### config.mk
export PLATFORM = sky130hd
export DESIGN_NAME = z80_bus_bridge
export DESIGN_NICKNAME = d
export VERILOG_FILES = /design/src/rtl/z80_bus_pkg.sv /design/src/rtl/z80_wait_timer.sv /design/src/rtl/z80_bus_bridge.sv
export SDC_FILE = /design/constraint.sdc
export NUM_CORES = 1
export LEC_CHECK = 0
export ABC_CLOCK_PERIOD_IN_PS = 1500
export CAP_MARGIN = 0
export CORE_MARGIN = 2
export CORE_UTILIZATION = 43
export CTS_BUF_LIST = sky130_fd_sc_hd__clkbuf_2
export DETAILED_ROUTE_END_ITERATION = 16
export PLACE_DENSITY = 0.79
export SLEW_MARGIN = 20
export SYNTH_ARGS = -nofsm -noshare
export SYNTH_HDL_FRONTEND = slang
export SYNTH_SLANG_ARGS = --single-unit
### constraint.sdc
create_clock -name clk -period 1.5 [get_ports clk]
set_input_delay 0.15 -clock clk [delete_from_list [all_inputs] [get_ports clk]]
set_output_delay 0.15 -clock clk [all_outputs]
set_load 0.01 [all_outputs]
### src/rtl/z80_bus_pkg.sv
// Shared types for the z80 external-bus bridge: FSM states, transaction kinds,
// the open-bus default byte and the strobe decoder used to start a transaction.
// Combinational helpers only; no latency, no backpressure.
package z80_bus_pkg;

    typedef enum logic [2:0] {
        ST_IDLE,
        ST_MEM_ACC,
        ST_IO_ACC,
        ST_INTA,
        ST_HOLD
    } bridge_state_t;

    typedef enum logic [1:0] {
        BK_MEM,
        BK_IO,
        BK_INTA
    } bus_kind_t;

    typedef struct packed {
        logic      hit;
        bus_kind_t kind;
    } start_dec_t;

    localparam logic [7:0] OPEN_BUS_DEFAULT = 8'hFF;

    // Priority decode of the core strobes: INTA beats a memory cycle, which
    // beats an I/O cycle. An INTA cycle drives M1_L and IORQ_L low together,
    // so I/O is only taken with M1_L high.
    function automatic start_dec_t decode_start(
        input logic mreq_l,
        input logic iorq_l,
        input logic rd_l,
        input logic wr_l,
        input logic m1_l
    );
        start_dec_t d;
        d.hit  = 1'b0;
        d.kind = BK_MEM;
        if (!m1_l && !iorq_l) begin
            d.hit  = 1'b1;
            d.kind = BK_INTA;
        end else if (!mreq_l && (!rd_l || !wr_l)) begin
            d.hit  = 1'b1;
            d.kind = BK_MEM;
        end else if (!iorq_l && m1_l && (!rd_l || !wr_l)) begin
            d.hit  = 1'b1;
            d.kind = BK_IO;
        end
        return d;
    endfunction

endpackage

### src/rtl/z80_wait_timer.sv
// Cycle counter bounding how long the bridge waits for a fabric ack.
// Latency: count updates one cycle after clear/load/inc; expired is combinational on the count.
// Backpressure: none; the counter saturates at TIMEOUT_CYC instead of wrapping.
//
// Ports: clk, rst_L (sync, active low), clear (highest priority), load/load_val,
//        inc, expired (count == TIMEOUT_CYC-1).
module z80_wait_timer #(
    parameter  int TIMEOUT_CYC = 255,
    localparam int CW          = $clog2(TIMEOUT_CYC + 1)
) (
    input  logic          clk,
    input  logic          rst_L,
    input  logic          clear,
    input  logic          load,
    input  logic [CW-1:0] load_val,
    input  logic          inc,
    output logic          expired
);

    localparam logic [CW-1:0] LAST_CNT = CW'(TIMEOUT_CYC - 1);
    localparam logic [CW-1:0] MAX_CNT  = CW'(TIMEOUT_CYC);

    logic [CW-1:0] cnt;

    always_ff @(posedge clk) begin
        if (!rst_L || clear) begin
            cnt <= '0;
        end else if (load) begin
            cnt <= load_val;
        end else if (inc && (cnt != MAX_CNT)) begin
            cnt <= cnt + 1'b1;
        end
    end

    assign expired = (cnt == LAST_CNT);

endmodule

### src/rtl/z80_bus_bridge.sv
// Bridges z80 bus strobes to req/ack memory and I/O fabrics and services INTA cycles.
// Latency: start cycle + >=1 req cycle; ack (or timeout) in a req cycle moves to HOLD next edge.
// Backpressure: WAIT_L stalls the core combinationally from the detection cycle until HOLD.
//
// Ports: clk, rst_L (sync, active low); core side addr_bus, cpu_wdata, cpu_rdata,
//        MREQ_L/IORQ_L/RD_L/WR_L/M1_L strobes, WAIT_L; memory fabric mem_req/we/addr/
//        wdata/rdata/ack; I/O fabric io_req/we/addr/wdata/rdata/ack; int_vec/int_ack
//        for interrupt acknowledge; bus_err pulses when an access times out.
module z80_bus_bridge
    import z80_bus_pkg::*;
#(
    parameter int         TIMEOUT_CYC = 255,
    parameter logic [7:0] OPEN_BUS    = OPEN_BUS_DEFAULT
) (
    input  logic        clk,
    input  logic        rst_L,
    input  logic [15:0] addr_bus,
    input  logic [7:0]  cpu_wdata,
    output logic [7:0]  cpu_rdata,
    input  logic        MREQ_L,
    input  logic        IORQ_L,
    input  logic        RD_L,
    input  logic        WR_L,
    input  logic        M1_L,
    output logic        WAIT_L,
    output logic        mem_req,
    output logic        mem_we,
    output logic [15:0] mem_addr,
    output logic [7:0]  mem_wdata,
    input  logic [7:0]  mem_rdata,
    input  logic        mem_ack,
    output logic        io_req,
    output logic        io_we,
    output logic [7:0]  io_addr,
    output logic [7:0]  io_wdata,
    input  logic [7:0]  io_rdata,
    input  logic        io_ack,
    input  logic [7:0]  int_vec,
    output logic        int_ack,
    output logic        bus_err
);

    localparam int CW = $clog2(TIMEOUT_CYC + 1);

    bridge_state_t state;
    start_dec_t    dec;
    logic          start;
    logic          in_acc;
    logic          expired;
    logic          cyc_we;

    assign dec    = decode_start(MREQ_L, IORQ_L, RD_L, WR_L, M1_L);
    // No new transaction is decoded while reset is asserted, so the core is
    // never stalled by a cycle that the coming reset edge would discard.
    assign start  = (state == ST_IDLE) && dec.hit && rst_L;
    assign in_acc = (state == ST_MEM_ACC) || (state == ST_IO_ACC);
    // RD_L and WR_L both low is treated as a read.
    assign cyc_we = !WR_L && RD_L;

    // Combinational so the core sees the stall in the same cycle the strobes appear.
    assign WAIT_L = ~(start || in_acc || (state == ST_INTA));

    z80_wait_timer #(
        .TIMEOUT_CYC (TIMEOUT_CYC)
    ) u_wait_timer (
        .clk      (clk),
        .rst_L    (rst_L),
        .clear    (start),
        .load     (1'b0),
        .load_val ({CW{1'b0}}),
        .inc      (in_acc),
        .expired  (expired)
    );

    // Reqs are only ever high in their own *_ACC state, so checking the state
    // alone honours an ack only while the matching req is up.
    always_ff @(posedge clk) begin
        if (!rst_L) begin
            state     <= ST_IDLE;
            cpu_rdata <= OPEN_BUS;
            mem_req   <= 1'b0;
            mem_we    <= 1'b0;
            mem_addr  <= '0;
            mem_wdata <= '0;
            io_req    <= 1'b0;
            io_we     <= 1'b0;
            io_addr   <= '0;
            io_wdata  <= '0;
            int_ack   <= 1'b0;
            bus_err   <= 1'b0;
        end else begin
            int_ack <= 1'b0;
            bus_err <= 1'b0;
            case (state)
                ST_IDLE: begin
                    if (start) begin
                        case (dec.kind)
                            BK_INTA: begin
                                // int_ack is high for the single INTA cycle;
                                // the vector is taken on the edge ending it.
                                int_ack <= 1'b1;
                                state   <= ST_INTA;
                            end
                            BK_MEM: begin
                                mem_req   <= 1'b1;
                                mem_we    <= cyc_we;
                                mem_addr  <= addr_bus;
                                mem_wdata <= cpu_wdata;
                                state     <= ST_MEM_ACC;
                            end
                            BK_IO: begin
                                io_req   <= 1'b1;
                                io_we    <= cyc_we;
                                io_addr  <= addr_bus[7:0];
                                io_wdata <= cpu_wdata;
                                state    <= ST_IO_ACC;
                            end
                            default: state <= ST_IDLE;
                        endcase
                    end
                end
                ST_MEM_ACC: begin
                    // Ack wins over a timeout landing in the same cycle.
                    if (mem_ack) begin
                        cpu_rdata <= mem_we ? OPEN_BUS : mem_rdata;
                        mem_req   <= 1'b0;
                        state     <= ST_HOLD;
                    end else if (expired) begin
                        cpu_rdata <= OPEN_BUS;
                        mem_req   <= 1'b0;
                        bus_err   <= 1'b1;
                        state     <= ST_HOLD;
                    end
                end
                ST_IO_ACC: begin
                    if (io_ack) begin
                        cpu_rdata <= io_we ? OPEN_BUS : io_rdata;
                        io_req    <= 1'b0;
                        state     <= ST_HOLD;
                    end else if (expired) begin
                        cpu_rdata <= OPEN_BUS;
                        io_req    <= 1'b0;
                        bus_err   <= 1'b1;
                        state     <= ST_HOLD;
                    end
                end
                ST_INTA: begin
                    cpu_rdata <= int_vec;
                    state     <= ST_HOLD;
                end
                ST_HOLD: begin
                    // Waiting for the core to end its cycle; a strobe still
                    // held here must not start a second transaction.
                    if (MREQ_L && IORQ_L) begin
                        cpu_rdata <= OPEN_BUS;
                        state     <= ST_IDLE;
                    end
                end
                default: state <= ST_IDLE;
            endcase
        end
    end

endmodule

==> results.sh <==
export IMPL_syn_instance_count=387
export IMPL_clkTransAtPathRegs_ns=0.18
export IMPL_finalCritPeriodShare=1.124
export IMPL_cap_violations=0
export IMPL_hp_class="in -> reg"
export IMPL_grt_pass1_vias=3591
export IMPL_fin_crit_ns=1.686
export IMPL_holdWs_ns=0.09167
export IMPL_place_area_mm2=0.004873
export IMPL_hpwl_um=6983
export IMPL_worst_ep_required_time_ns=1.35
export IMPL_synth_area_leader_cell="dfxtp_1"
export IMPL_core_rowCount=32
export IMPL_r2r_start="state[1]"
export IMPL_fin_ws_ns=-0.1861
export IMPL_hold_start="rst_L"
export IMPL_fmax_mhz=593.1
export IMPL_hold_viol_final=0
export IMPL_fin_area_mm2=0.005348
export IMPL_power_density_mw_per_mm2=876.9
export IMPL_drc=0
export IMPL_yosysTopAreaCellShare=0.3898
export IMPL_path_max_fanout=7
export IMPL_hold_depth=3
export IMPL_coreArea_mm2=0.007607
export IMPL_grtUsageTotal=0.2478
export IMPL_fin_skew_ns=0.02865
export IMPL_synth_warning_count=0
export IMPL_drtIter0Drc=178
export IMPL_synthDistinctLibCells=53
export IMPL_synth_nets=446
export IMPL_nNetsFinal=617
export IMPL_postLayoutCoreUtil=0.7030
export IMPL_violations="setup timing"
export IMPL_status="complete, but fails checks"
export IMPL_seq_area_frac_synth=0.3898
export IMPL_clockBufferDepth=2
export IMPL_synth_avg_cell_area_um2=8.626
export IMPL_grt_max_degree=44
export IMPL_place_gp_congestion=0.8542
export IMPL_grt_antenna_before_repair=0
export IMPL_synth_edf_count=0
export IMPL_io_pins=112
export IMPL_rsz0062_at_grt="yes"
export IMPL_tightest_slew_ns=0.4266
export IMPL_final_cell_count_no_fill=664
export IMPL_critPathArrivalTime_ns=1.54
export IMPL_end_kind="output pin"
export IMPL_htree_levels=3
export IMPL_p_leak_nw=2.227
export IMPL_rr_worst_depth=6
export IMPL_setup_viol=48
export IMPL_cp_start_kind="flop"
export IMPL_crit_start="state[1]"
export IMPL_finalWirelength_um=10440
export IMPL_yosysMostFrequentCell="dfxtp_1"
export IMPL_finalMaxSlewViolations=0
export IMPL_die_height_um=92.11
export IMPL_cts_made_buffers=9
export IMPL_max_slew_margin=0.7156
export IMPL_start_util=0.4388
export IMPL_dpl_cell_count=632
export IMPL_synth_seq_cells=65
export IMPL_vdd_ir_drop_max_mv=0.6483
export IMPL_drive_gt1_frac=0.2936
export IMPL_vias=3485
export IMPL_die_w_um=92.11
export IMPL_ctsRootBufferMaster="clkbuf_2"
export IMPL_grt_overflow=0
export IMPL_grt_pass1_wl_um=16960
export IMPL_n_antenna_cell=0
export IMPL_cts_tree="done"
export IMPL_synthToLayoutAreaGrowth_pct=60.19
export IMPL_syn_area_mm2=0.003338
export IMPL_critPathKind="reg -> out"
export IMPL_dr_pass1_iters=4
export IMPL_ant_nets=0
export IMPL_wl_per_cell_um=15.73
export IMPL_routed_via_density=5.248
export IMPL_yosys_top_cells_count="65 x dfxtp_1, 50 x nand2_1, 42 x mux2i_1, 34 x nor2_1, 28 x inv_1"
export IMPL_io_buffers=111
export IMPL_hold_buffers=0
export IMPL_synth_area_leaders="dfxtp_1 39%, mux2i_1 13%, nand2_1 5.6%"
export IMPL_async_reset_ff_frac=0
export IMPL_clock_latency_ns=0.51
export IMPL_clock_sinks=65
export IMPL_die_area_mm2=0.008484
export IMPL_synth_ff_type="dfxtp_1"
-- power by group --
group	switching, mW	internal [mW]	leakage, nW
Clock	0.680	0.550	0.0782
Sequential	0.0933	1.88	0.539
Combinational	0.695	0.788	1.61
Total	1.47	3.22	2.23
-- state kept, by name, summed over array words and instances (netlist names) --
name and flops:
mem_addr 16, cpu_rdata 8, io_addr 8, io_wdata 8, mem_wdata 8, u_wait_timer.cnt 8, state 3, bus_err 1
int_ack 1, io_req 1, io_we 1, mem_req 1, mem_we 1
-- per-layer routing --
layer  global-route usage  vias to the layer above  part of all wire
met4              0.09204                        0             0.026
li1                     -                     1702                 -
met1               0.2753                     1625              0.40
met5                    0                        -                 0
met2               0.4436                      138              0.49
met3              0.07560                       20             0.084
-- worst max-delay path: stages (launching register included) --
cell and delay, ns:
dfxtp_4 0.41, a211oi_4 0.27, nand4_4 0.10, and2_4 0.16, buf_6 0.11
-- kinds of logic after synthesis --
group | after synthesis | synth area share
simple gates | 158 | 0.2474
buf+inv | 51 | 0.07908
flops | 65 | 0.3898
mux | 42 | 0.1259
xor+xnor | 1 | 0.008247
compound gates | 68 | 0.1421
fa+ha+maj | 2 | 0.007495
-- metrics by stage --
stage / worst slack (ns) / setup TNS [ns] / total power [mW]
floorplan: -0.006912 / -0.1062 / 2.647
global placement: -0.4050 / -18.55 / 3.320
detailed placement: -0.4792 / -21.69 / 3.351
CTS: -0.2171 / -3.158 / 4.621
global route: -0.2823 / -6.638 / 4.920
finish: -0.1861 / -2.647 / 4.689
-- area by class of cell --
class | instances | area, um^2
tap | 102 | 127.6
clock buffer | 9 | 45.04
inverter | 29 | 108.9
fill | 574 | 2260
timing repair buffer | 182 | 1674
multi-input combinational | 271 | 1942
clock inverter | 6 | 93.84
sequential | 65 | 1356
-- worst paths after layout --
| kind | end | slack [ns] |
|---|---|---|
| max | WAIT_L | -0.19 |
| min | mem_req | 0.09 |
| max reg2reg | u_wait_timer.cnt[7] | -0.18 |
| min reg2reg | mem_wdata[0] | 0.47 |
-- cell usage in the layout, fill, tap and decap left out, types with 2 or more instances in the layout --
cell type,synthesis,layout
buf_12,3,3
mux2i_1,42,42
a211oi_2,0,4
o21ai_1,1,4
or3_1,3,3
bufinv_16,0,2
clkbuf_2,1,9
nor2_1,34,33
dfxtp_4,0,5
nand3_2,1,2
and2_1,3,2
nand2_1,50,50
nor3b_1,16,16
a21oi_2,1,4
o31ai_1,3,2
nor3_2,0,5
buf_6,2,6
inv_1,28,26
nor2b_1,2,2
nor3_1,13,8
ha_2,0,2
a21oi_1,16,13
or4_4,0,2
dfxtp_1,65,31
a211oi_1,18,14
o21ai_2,0,5
inv_2,1,3
nand4_1,3,3
nand3_1,19,17
clkdlybuf4s50_1,0,55
or3b_1,3,3
dlygate4sd2_1,0,54
buf_4,1,61
dfxtp_2,0,29
o21ai_0,11,3
o211ai_1,2,2
nor2_8,2,2
clkinv_4,0,3
-- timing repair --
action,in CTS,in global routing
pin swaps,5,7
setup endpoints to repair,115,64
setup buffers,15,2
gates cloned,2,0
endpoints found under the hold margin,0,0
resized for setup,115,33
(Power assumes the default switching activity.)
